$ cat config.mk
export PLATFORM = sky130hd
export DESIGN_NAME = axi_slave_arbiter
export DESIGN_NICKNAME = d
export VERILOG_FILES = /design/src/rtl/axi_xbar_pkg.sv /design/src/rtl/axi_slave_arbiter_rr_pick.sv /design/src/rtl/axi_slave_arbiter.sv
export SDC_FILE = /design/constraint.sdc
export NUM_CORES = 1
export LEC_CHECK = 0
export CAP_MARGIN = 15
export CORE_MARGIN = 3
export CORE_UTILIZATION = 30
export CTS_BUF_LIST = sky130_fd_sc_hd__clkbuf_8
export DETAILED_ROUTE_END_ITERATION = 10
export GPL_TIMING_DRIVEN = 0
export HOLD_SLACK_MARGIN = 0.02
export PLACE_DENSITY = 0.56
export SETUP_SLACK_MARGIN = 0.02
export SYNTH_ARGS = -nofsm -noshare
export SYNTH_HDL_FRONTEND = slang
export SYNTH_HIERARCHICAL = 1
export SYNTH_SLANG_ARGS = --single-unit
$ cat constraint.sdc
create_clock -name ACLK -period 1.9 [get_ports ACLK]
set_clock_uncertainty 0.05 [all_clocks]
set_input_delay 0.475 -clock ACLK [delete_from_list [all_inputs] [get_ports ACLK]]
set_output_delay 0.475 -clock ACLK [all_outputs]
set_load 0.01 [all_outputs]
$ cat src/rtl/axi_xbar_pkg.sv
// ============================================================================
// Module   : axi_xbar_pkg
// Purpose  : Shared definitions for the AXI crossbar: slave address map,
//            slave count and the per-slave arbiter state encoding.
// Ports    : none (package)
// Revision : 1.0 - initial release
// ============================================================================
`default_nettype none

package axi_xbar_pkg;

    // Slave address map (inclusive ranges)
    localparam logic [31:0] S0_MIN = 32'h0000_0000;
    localparam logic [31:0] S0_MAX = 32'h0000_3FFF;
    localparam logic [31:0] S1_MIN = 32'h0001_0000;
    localparam logic [31:0] S1_MAX = 32'h0001_FFFF;
    localparam logic [31:0] S2_MIN = 32'h0002_0000;
    localparam logic [31:0] S2_MAX = 32'h0002_FFFF;
    localparam logic [31:0] S3_MIN = 32'h1000_0000;
    localparam logic [31:0] S3_MAX = 32'h1000_03FF;
    localparam logic [31:0] S4_MIN = 32'h1001_0000;
    localparam logic [31:0] S4_MAX = 32'h1001_03FF;
    localparam logic [31:0] S5_MIN = 32'h2000_0000;
    localparam logic [31:0] S5_MAX = 32'h207F_FFFF;

    localparam int NUM_SLAVES = 6;

    // Arbiter states: no owner, owner waiting for address handshake,
    // owner waiting for the response to complete.
    typedef enum logic [1:0] {
        IDLE = 2'd0,
        ADDR = 2'd1,
        RESP = 2'd2
    } arb_state_t;

endpackage : axi_xbar_pkg

`default_nettype wire

$ cat src/rtl/axi_slave_arbiter_rr_pick.sv
// ============================================================================
// Module   : rr_pick
// Purpose  : Combinational rotating-priority picker. Selects the first set
//            request bit at or above ptr_i, wrapping modulo NUM_M.
// Ports    : req_i    [NUM_M-1:0]  request vector
//            ptr_i    [IDX_W-1:0]  highest-priority index (must be < NUM_M)
//            valid_o               at least one request present
//            idx_o    [IDX_W-1:0]  selected index (0 when !valid_o)
//            onehot_o [NUM_M-1:0]  one-hot form of idx_o (0 when !valid_o)
// Revision : 1.0 - initial release
// ============================================================================
`default_nettype none

module rr_pick #(
    parameter int NUM_M = 2,
    parameter int IDX_W = $clog2(NUM_M)
) (
    input  logic [NUM_M-1:0] req_i,
    input  logic [IDX_W-1:0] ptr_i,
    output logic             valid_o,
    output logic [IDX_W-1:0] idx_o,
    output logic [NUM_M-1:0] onehot_o
);

    // One extra bit so ptr + offset never overflows before the wrap.
    logic [IDX_W:0] w_cand;

    always_comb begin
        valid_o  = 1'b0;
        idx_o    = '0;
        w_cand   = '0;
        for (int k = 0; k < NUM_M; k++) begin
            w_cand = {1'b0, ptr_i} + (IDX_W + 1)'(k);
            if (w_cand >= (IDX_W + 1)'(NUM_M)) begin
                w_cand = w_cand - (IDX_W + 1)'(NUM_M);
            end
            if (!valid_o && req_i[w_cand[IDX_W-1:0]]) begin
                valid_o = 1'b1;
                idx_o   = w_cand[IDX_W-1:0];
            end
        end
        onehot_o = valid_o ? (NUM_M'(1) << idx_o) : '0;
    end

endmodule : rr_pick

`default_nettype wire

$ cat src/rtl/axi_slave_arbiter.sv
// ============================================================================
// Module   : axi_slave_arbiter
// Purpose  : Per-slave AXI address-channel arbiter. Grants one master with
//            round-robin priority and holds the grant from the address
//            handshake until the response completes, so the slave sees one
//            outstanding transaction. A watchdog frees a stuck slave.
// Ports    : ACLK                     clock
//            ARESETn                  synchronous active-low reset
//            req_i       [NUM_M-1:0]  per-master request (select & AxVALID)
//            addr_hs_i                AxVALID & AxREADY at this slave
//            resp_done_i              last read beat / write response accepted
//            grant_o     [NUM_M-1:0]  registered one-hot grant
//            grant_idx_o [IDX_W-1:0]  granted master index (valid when busy)
//            busy_o                   slave owned by a master
//            timeout_o                one-cycle pulse on watchdog release
// Revision : 1.0 - initial release
// ============================================================================
`default_nettype none

module axi_slave_arbiter
    import axi_xbar_pkg::*;
#(
    parameter int NUM_M          = 2,
    parameter int TIMEOUT_CYCLES = 1024,
    parameter int IDX_W          = $clog2(NUM_M)
) (
    input  logic             ACLK,
    input  logic             ARESETn,
    input  logic [NUM_M-1:0] req_i,
    input  logic             addr_hs_i,
    input  logic             resp_done_i,
    output logic [NUM_M-1:0] grant_o,
    output logic [IDX_W-1:0] grant_idx_o,
    output logic             busy_o,
    output logic             timeout_o
);

    localparam bit WD_EN = (TIMEOUT_CYCLES > 0);
    // With the watchdog off the counter is a single unused bit.
    localparam int CNT_W = WD_EN ? $clog2(TIMEOUT_CYCLES + 1) : 1;
    localparam logic [CNT_W-1:0] CNT_EXP = CNT_W'(WD_EN ? TIMEOUT_CYCLES - 1 : 0);
    localparam logic [CNT_W-1:0] CNT_MAX = {CNT_W{1'b1}};
    localparam logic [IDX_W-1:0] IDX_LAST = IDX_W'(NUM_M - 1);

    arb_state_t       state_q, state_d;
    logic [NUM_M-1:0] grant_q, grant_d;
    logic [IDX_W-1:0] idx_q,   idx_d;
    logic [IDX_W-1:0] ptr_q,   ptr_d;
    logic [CNT_W-1:0] cnt_q,   cnt_d;
    logic             to_q,    to_d;

    logic             pick_valid;
    logic [IDX_W-1:0] pick_idx;
    logic [NUM_M-1:0] pick_onehot;

    rr_pick #(
        .NUM_M (NUM_M),
        .IDX_W (IDX_W)
    ) u_rr_pick (
        .req_i    (req_i),
        .ptr_i    (ptr_q),
        .valid_o  (pick_valid),
        .idx_o    (pick_idx),
        .onehot_o (pick_onehot)
    );

    always_ff @(posedge ACLK) begin
        if (!ARESETn) begin
            state_q <= IDLE;
            grant_q <= '0;
            idx_q   <= '0;
            ptr_q   <= '0;
            cnt_q   <= '0;
            to_q    <= 1'b0;
        end else begin
            state_q <= state_d;
            grant_q <= grant_d;
            idx_q   <= idx_d;
            ptr_q   <= ptr_d;
            cnt_q   <= cnt_d;
            to_q    <= to_d;
        end
    end

    always_comb begin
        state_d = state_q;
        grant_d = grant_q;
        idx_d   = idx_q;
        ptr_d   = ptr_q;
        cnt_d   = cnt_q;
        to_d    = 1'b0;

        unique case (state_q)
            IDLE: begin
                if (pick_valid) begin
                    grant_d = pick_onehot;
                    idx_d   = pick_idx;
                    state_d = ADDR;
                end
            end

            ADDR: begin
                // Priority rotates past the winner only once it has actually
                // issued its address, so a stalled master keeps its turn.
                if (addr_hs_i) begin
                    state_d = RESP;
                    ptr_d   = (idx_q == IDX_LAST) ? '0 : idx_q + IDX_W'(1);
                    cnt_d   = '0;
                end
            end

            RESP: begin
                // A real completion takes precedence over a simultaneous expiry.
                if (resp_done_i) begin
                    state_d = IDLE;
                    grant_d = '0;
                end else if (WD_EN && (cnt_q == CNT_EXP)) begin
                    state_d = IDLE;
                    grant_d = '0;
                    to_d    = 1'b1;
                end else if (cnt_q != CNT_MAX) begin
                    cnt_d = cnt_q + CNT_W'(1);
                end
            end

            default: begin
                state_d = IDLE;
                grant_d = '0;
            end
        endcase
    end

    assign grant_o     = grant_q;
    assign grant_idx_o = idx_q;
    assign busy_o      = (state_q != IDLE);
    assign timeout_o   = to_q;

endmodule : axi_slave_arbiter

`default_nettype wire

==> flow_summary.yaml, run 1 <==
grt:
  grt_pass1_wl_um: 3800
  grt_remaining_overflow: 0
  grt_start_max_net_pins: 11
  grt_pass1_vias: 845
  antenna_found_initial: 0
  grt_usage_pct: 13.5
synthesis:
  synth_common_cells: "dfxtp_1 (18), nand2_1 (11), nand3_1 (11), a21oi_1 (10)"
  synth_nets: 120
  synth_area_leaders: "dfxtp_1 (39%), nand3_1 (5.9%), a21oi_1 (5.4%), nand2_1 (4.4%), nand4b_1 (3.8%)"
  synth_seq_cells: 18
  synth-edff-count: 0
  synth_ff_type: "dfxtp_1"
  yosys_warnings: 6
  synth_seq_area_share_pct: 38.6
  synth_most_common_cell: "dfxtp_1"
  ys_types: 37
  syn_inst: 113
  async_flop_share_pct: 0
  syn_area_um2: 933
  synth_top_area_share_pct: 38.6
  synthDominantAreaCellType: "dfxtp_1"
  synth_area_per_cell_um2: 8.26
power_and_ir_drop:
  power_leakage_nw: 0.388
  switching_share_pct: 25.4
  power_frac_seq_pct: 47.4
  pwr-share-comb_pct: 15.4
  clkPwrFrac_pct: 37.2
  switching_power_mw: 0.215
  finalPower_mw: 0.845
  vdd_drop_max_uv: 424
  power_density_mw_per_mm2: 735
  internal_power_mw: 0.630
worst_setup_path:
  crit_family: "compound AO/OA/AOI/OAI gates"
  crit_required_ns: 2.03
  cp_slowest_cell: "or3b_4"
  cp_slowest_stage_delay_ns: 0.41
  timing.critical_path.buf_inv: 1
  cp-end-kind: "flop"
  crit_cells: 5
  arrival_ns: 1.95
  worst-setup-path-type: "input pin to flop"
  reg2regPathDepth: 5
  cp_max_fo: 5
  r2r_slack_ns: 0.11
  crit_path_start_kind: "input pin"
  crit_chain: "dlygate4sd2_1 > or3b_4 > a41o_1 > a221o_1 > a211oi_2"
job:
  maxCapViolCount: 0
hold_path:
  hold_path.class: "flop to flop"
  hold_depth: 1
route:
  drt-met1-wl_um: 1030
  met3_wirelength_um: 149
  wl_per_cell_um: 14.2
  routed_wirelength_um: 2200
  drtIter0Drc: 54
  detailedRoute.firstPassIterationCount: 4
  wl_met2_um: 984
  num_vias: 900
  via_per_inst: 5.81
  drc: 0
  antenna_left: 0
  top_layer_used: "met4"
placement:
  place_area_mm2: 0.00107
  preCtsSetupSlack_ns: -0.505
  routabilityCongestion: 0.762
  dp_hpwl_um: 1570
  io_buffers: 10
sta:
  rsz0062_at_grt: "no"
  clock.fmax_mhz: 550
  worstMarginPinSlew_ns: 0.461
  fin_setup_tns_ns: 0
  final-hold-violation-count: 0
  setup_violations: 0
  hold_ws_ns: 0.389
  relSlewSlack_pct: 69.3
  finalMaxSlewViolations: 0
  finalCriticalPeriod_ns: 1.82
  fin_crit_sh_pct: 95.7
  final.setup.worst_slack_ns: 0.0818
clocking:
  cts_made_buffers: 3
  clock_tree.root_cell: "clkbuf_8"
  clock_path_buffers: 2
  clkTransAtPathRegs_ns: 0.07
  clkSinkCount: 18
  hold_buffers: 0
  cts_tree: "yes"
  postCtsSetupBuffers: 0
  cts_max_level: 1
  clock_latency_ns: 0.25
final_layout:
  layout.nets: 132
  n_antenna_cell: 0
  syn_to_final_growth_pct: 23.2
  fin_area_mm2: 0.00115
  drive_above_1_share_pct: 13.7
floorplan:
  ios: 11
  core_mm2: 0.00285
  dieArea_mm2: 0.00382
  die_w_um: 61.8
  rows: 19
  die_h_um: 61.8
  initial_core_util_pct: 32.7
run_status:
  status: "complete, no violations"
-- per-stage QoR --
step | util (%) | std cells
2_1_floorplan | - | 113
3_3_place_gp | 37.6 | 154
3_5_place_dp | 37.6 | 154
4_1_cts | 40.0 | 157
5_1_grt | 40.3 | 155
6_report | 40.3 | 155
-- layer usage --
metal | vias to the layer above | GRT usage, %
li1 | 449 | -
met1 | 416 | 16.0
met2 | 31 | 22.6
met3 | 4 | 4.96
met4 | 0 | 4.55
met5 | - | 0
-- worst paths after layout --
| check | start | end |
|---|---|---|
| worst max-delay path | resp_done_i | cnt_q[7] |
| worst min-delay path | cnt_q[10] | timeout_o |
| worst max register to register | state_q[1] | cnt_q[7] |
| worst min register to register | cnt_q[10] | timeout_o |
-- layout make-up --
class | instances | area (um2)
tap | 31 | 38.8
inverter | 4 | 15.0
clock buffer | 4 | 55.1
sequential | 18 | 362
buffer | 4 | 26.3
timing repair buffer | 10 | 97.6
multi-input combinational | 84 | 556
fill | 296 | 1700
-- sequential cells by signal, summed over array words and instances, names as in the netlist --
register / cells
cnt_q: 11
grant_o: 2
state_q: 2
grant_idx_o: 1
ptr_q: 1
timeout_o: 1
-- repair_timing --
item / CTS / global route
resized for setup: 8 / 4
endpoints found under the hold margin: 0 / 0
endpoints found under the setup margin: 14 / 10
pin swaps: 3 / 2
-- kinds of logic (layout without fill, tap and decap cells) --
group | count (synthesis) | in the layout | synth area share (%)
buf+inv | 11 | 22 | 4.96
compound gates | 35 | 35 | 26.7
simple gates | 48 | 48 | 28.4
fa+ha+maj | 1 | 1 | 1.34
flops | 18 | 18 | 38.6
-- power by group through the flow --
stage                     sequential, mW  combinational, mW  clock (mW)
after floorplan                    0.406             0.0775           0
after global placement             0.406              0.124           0
after detailed placement           0.406              0.125           0
after CTS                          0.400              0.127       0.329
after global routing               0.402              0.144       0.340
final                              0.400              0.130       0.315
-- worst reg2reg max path: stages, from the launching register on --
cell and delay, ns:
dfxtp_1 0.32, buf_6 0.13, or3b_4 0.40, a41o_1 0.26, a221o_1 0.35, a211oi_2 0.21
-- placed cells by master, fill, tap and decap left out, drive strengths merged, types with 2 or more instances in the layout --
master / instances
nand2b: 3
and4: 2
and3: 3
a21boi: 3
dfxtp: 18
inv: 3
nand4b: 4
a21oi: 11
nand3: 11
nor2: 5
a31oi: 3
o22ai: 2
clkbuf: 7
a41oi: 3
a311oi: 2
or2: 2
o221a: 2
dlygate4sd2: 2
clkdlybuf4s50: 8
nand2: 11
o21ai: 4
(Power assumes the default switching activity.)
==> run 2: changes to the inputs <==
- MAX_ROUTING_LAYER: default -> met4
==> run 2 against run 1 <==
Clock-buffer cell count did not move. Worst hold slack improved by 0.00060 ns. Register-to-register slack barely moved. Sequential share of layout area did not move. Final area did not move. Worst setup slack barely moved. First-iteration DRC count did not move. Die area did not move. Clock power barely moved. Largest cell class unchanged. Largest power group unchanged. Highest routed layer unchanged.
==> flow_summary.yaml, run 2 (synthesis results as in run 1) <==
route:
  met3_wirelength_um: 128
  drt-met1-wl_um: 1050
  wl_per_cell_um: 14.2
  antenna_left: 0
  routed_wirelength_um: 2200
  top_layer_used: "met4"
  drtIter0Drc: 54
  via_per_inst: 5.79
  wl_met2_um: 985
  detailedRoute.firstPassIterationCount: 4
  num_vias: 897
  drc: 0
power_and_ir_drop:
  clkPwrFrac_pct: 37.3
  power_leakage_nw: 0.388
  finalPower_mw: 0.846
  power_density_mw_per_mm2: 736
  internal_power_mw: 0.630
  vdd_drop_max_uv: 426
  pwr-share-comb_pct: 15.4
  switching_share_pct: 25.5
  switching_power_mw: 0.215
  power_frac_seq_pct: 47.3
worst_setup_path:
  crit_chain: "dlygate4sd2_1 > or3b_4 > a41o_1 > a221o_1 > a211oi_2"
  r2r-end: "cnt_q[7]"
  r2r_slack_ns: 0.11
  arrival_ns: 1.95
  reg2regPathDepth: 5
  crit_required_ns: 2.03
  cp_slowest_stage_delay_ns: 0.41
  crit_path_start_kind: "input pin"
  cp-end-kind: "flop"
  r2r-start: "state_q[1]"
  cp_slowest_cell: "or3b_4"
  worst-setup-path-type: "input pin to flop"
  cp_max_fo: 5
clocking:
  cts_max_level: 1
  postCtsSetupBuffers: 0
  cts_tree: "yes"
  clock_latency_ns: 0.25
  clkTransAtPathRegs_ns: 0.07
  clkSinkCount: 18
  clock_path_buffers: 2
  clock_tree.root_cell: "clkbuf_8"
  cts_made_buffers: 3
  hold_buffers: 0
hold_path:
  hold_end: "timeout_o"
  hold_depth: 1
  min-delay-start: "cnt_q[10]"
  hold_path.class: "flop to flop"
final_layout:
  layout.nets: 132
  n_antenna_cell: 0
  final_cell_mix: "dfxtp_1 (17), nand3_1 (11), nand2_1 (11)"
  final_common_cell: "dfxtp_1"
  largest_register_ffs: 11
  drive_above_1_share_pct: 13.7
  instances_no_fill: 155
  syn_to_final_growth_pct: 23.2
  regMostFlops: "cnt_q"
floorplan:
  initial_core_util_pct: 32.7
  die_h_um: 61.8
  rows: 19
  ios: 11
  die_w_um: 61.8
  dieArea_mm2: 0.00382
  core_mm2: 0.00285
grt:
  grt_usage_pct: 13.9
  grt_remaining_overflow: 0
  grt_pass1_vias: 841
  grt_pass1_wl_um: 3800
  grt_start_max_net_pins: 11
  antenna_found_initial: 0
sta:
  rsz0062_at_grt: "no"
  fin_setup_tns_ns: 0
  finalMaxSlewViolations: 0
  hold_ws_ns: 0.390
  fin_crit_sh_pct: 95.7
  setup_violations: 0
  clock.fmax_mhz: 550
  finalCriticalPeriod_ns: 1.82
  worstMarginPinSlew_ns: 0.461
  relSlewSlack_pct: 69.3
  final-hold-violation-count: 0
placement:
  placed_cells: 154
  routabilityCongestion: 0.772
  dp_hpwl_um: 1570
  io_buffers: 10
run_status:
  status: "complete, no violations"
job:
  maxCapViolCount: 0
run 2: cell counts in the layout (fill, tap and decap cells not counted):
Identical to the previous run, type by type.
run 2: area by class of cell:
| class | instances | area (um2) |
|---|---|---|
| buffer | 4 | 26.3 |
| clock buffer | 4 | 55.1 |
| fill | 296 | 1700 |
| inverter | 4 | 15.0 |
| multi-input combinational | 84 | 556 |
| sequential | 18 | 362 |
| tap | 31 | 38.8 |
| timing repair buffer | 10 | 97.6 |
run 2: worst max path at each step:
stage                      startpoint          to  slack [ns]  depth (start not counted)
final                     resp_done_i    cnt_q[7]        0.08                          5
after global routing         cnt_q[0]    cnt_q[3]       0.009                          6
after CTS                    cnt_q[4]    cnt_q[3]        0.02                          6
after detailed placement  resp_done_i  grant_o[1]       -0.51                          5
after global placement    resp_done_i  grant_o[0]       -0.51                          5
after floorplan              cnt_q[0]    cnt_q[3]        0.13                          7
run 2: metal layers:
| metal | vias to the layer above | track usage, % |
|---|---|---|
| met4 | 0 | 4.55 |
| met5 | - | - |
| met2 | 23 | 22.6 |
| li1 | 448 | - |
| met1 | 422 | 16.2 |
| met3 | 4 | 4.75 |
run 2: through the flow:
stage	worst slack [ns]	util, %	area (um2)
global route	0.00928	40.3	1150
global placement	-0.508	37.6	1070
detailed placement	-0.505	37.6	1070
floorplan	0.129	-	933
CTS	0.0215	40.0	1140
finish	0.0820	40.3	1150
run 2: critical path: cells and delay by family:
family | cells | cell delay, ns
buf+inv | 1 | 0.24
simple gates | 1 | 0.41
compound gates | 3 | 0.82
run 2: timing repair:
item	in CTS	in global routing
resized for setup	8	4
setup endpoints to repair	14	10
gates cloned	0	0
pin swaps	3	2
run 2: power by group through the flow:
stage | registers, mW | logic [mW] | clock network, mW
after floorplan | 0.406 | 0.0775 | 0
after global placement | 0.406 | 0.124 | 0
after detailed placement | 0.406 | 0.125 | 0
after CTS | 0.400 | 0.127 | 0.329
after global routing | 0.402 | 0.144 | 0.340
final | 0.400 | 0.130 | 0.315
==> run 3: changes to the inputs <==
- CORE_UTILIZATION: 30 -> 42
- PLACE_DENSITY: 0.56 -> 0.71
==> run 3 against run 2 <==
Worst hold slack improved by 0.0087 ns. Final area rose by 0.33%. Total power barely moved. Via count fell by 1.4%. Critical path depth did not move. Register-to-register slack barely moved. First-iteration DRC count fell by 43%. Clock-buffer cell count did not move. Combinational power barely moved. Worst setup slack got worse by 0.0052 ns. Flip-flop and latch count did not move. Non-clock buffer count rose by 1. Largest cell class unchanged. Largest power group unchanged.
==> flow_summary.yaml, run 3 (synthesis results as in run 1) <==
sta:
  setup_violations: 0
  relSlewSlack_pct: 69.7
  finalCriticalPeriod_ns: 1.82
  finalMaxSlewViolations: 0
  clock.fmax_mhz: 548
  rsz0062_at_grt: "yes"
  hold_ws_ns: 0.398
  final-hold-violation-count: 0
  fin_setup_tns_ns: 0
  worstMarginPinSlew_ns: 0.455
  fin_crit_sh_pct: 96.0
worst_setup_path:
  cp_slowest_cell: "or3b_4"
  cp_slowest_stage_delay_ns: 0.42
  arrival_ns: 1.95
  crit_path_start_kind: "input pin"
  r2r-end: "cnt_q[7]"
  worst-setup-path-type: "input pin to flop"
  cp_max_fo: 5
  r2r_slack_ns: 0.10
  startpoint: "resp_done_i"
  cp-end-kind: "flop"
  cp-endpoint: "cnt_q[7]"
  crit_required_ns: 2.03
  reg2regPathDepth: 5
  r2r-start: "state_q[1]"
  crit_chain: "dlygate4sd2_1 > or3b_4 > a41o_1 > a221o_1 > a211oi_2"
placement:
  placed_cells: 150
  place_area_mm2: 0.00107
  routabilityCongestion: 0.866
  dp_hpwl_um: 1470
  io_buffers: 10
route:
  drtIter0Drc: 31
  routed_wirelength_um: 2100
  num_vias: 884
  drc: 0
  wl_per_cell_um: 13.8
  detailedRoute.firstPassIterationCount: 4
  antenna_left: 0
  via_per_inst: 5.82
final_layout:
  seq_area_um2: 363
  multi_input_area_um2: 556
  regMostFlops: "cnt_q"
  drive_above_1_share_pct: 15.2
  final_common_cell: "dfxtp_1"
  layout.nets: 133
  syn_to_final_growth_pct: 23.6
  final_cell_mix: "dfxtp_1 (16), nand3_1 (11), nand2_1 (11)"
  largest_register_ffs: 11
  n_antenna_cell: 0
  instances_no_fill: 152
  nFillCells: 199
  fin_area_mm2: 0.00115
grt:
  grt_pass1_wl_um: 3730
  grt_pass1_vias: 785
  grt_usage_pct: 18.8
  antenna_found_initial: 0
  grt_remaining_overflow: 0
  grt_start_max_net_pins: 11
floorplan:
  die_w_um: 53.1
  die_h_um: 53.1
  dieArea_mm2: 0.00282
  rows: 16
  core_mm2: 0.00204
  ios: 11
  initial_core_util_pct: 45.7
clocking:
  clock_path_buffers: 2
  cts_tree: "yes"
  clock_tree.root_cell: "clkbuf_8"
  clock_latency_ns: 0.26
  cts_max_level: 1
  hold_buffers: 0
  cts_made_buffers: 3
  clkSinkCount: 18
  clkTransAtPathRegs_ns: 0.07
power_and_ir_drop:
  power_leakage_nw: 0.403
  vdd_drop_max_uv: 713
  power_density_mw_per_mm2: 734
  finalPower_mw: 0.847
job:
  maxCapViolCount: 0
run_status:
  status: "complete, no violations"
hold_path:
  hold_path.class: "flop to flop"
[run 3: power by group]
| part | internal, mW | switching, mW |
|---|---|---|
| Sequential | 0.389 | 0.0110 |
| Clock | 0.184 | 0.129 |
| Combinational | 0.0619 | 0.0710 |
| Total | 0.635 | 0.211 |
[run 3: per-stage QoR]
stage / util, % / setup slack, ns
6_report: 56.5 / 0.0768
5_1_grt: 56.5 / 0.0127
4_1_cts: 56.1 / 0.0147
3_5_place_dp: 52.3 / -0.473
3_3_place_gp: 52.3 / -0.493
2_1_floorplan: - / 0.129
[run 3: repair_timing]
action,4_1_cts,5_1_grt
endpoints found under the hold margin,0,0
gates resized for setup,7,6
pin swaps,4,0
setup endpoints to repair,14,12
buffers inserted,1,0
[run 3: worst min path at each step]
stage	cells past startpoint	endpoint	start	slack (ns)
after global placement	1	timeout_o	cnt_q[10]	0.39
after floorplan	1	timeout_o	cnt_q[10]	0.36
final	1	timeout_o	cnt_q[10]	0.40
after global routing	1	timeout_o	cnt_q[10]	0.42
after detailed placement	1	timeout_o	cnt_q[10]	0.38
after CTS	1	timeout_o	cnt_q[10]	0.40
[run 3: per-layer routing]
metal | track usage (%) | up-vias | wire [um] | part of all wire, %
li1 | - | 450 | - | -
met1 | 24.7 | 412 | 1030 | 49
met5 | - | - | 0 | 0
met4 | 7.66 | 0 | 34 | 1.6
met2 | 26.4 | 18 | 923 | 44
met3 | 5.92 | 4 | 112 | 5.3
[run 3: area by class of cell]
cell class                      instances  share of cell area, %
Clock buffer                            4                   4.77
Multi-Input combinational cell         84                   48.2
Tap cell                               27                   2.93
Buffer                                  4                   1.95
Inverter                                4                   1.30
Timing Repair Buffer                   11                   9.44
Sequential cell                        18                   31.5
[run 3: worst max-delay path: cells and delay by family]
kind / cells / cell delay (ns)
compound gates: 3 / 0.81
buf+inv: 1 / 0.25
simple gates: 1 / 0.42
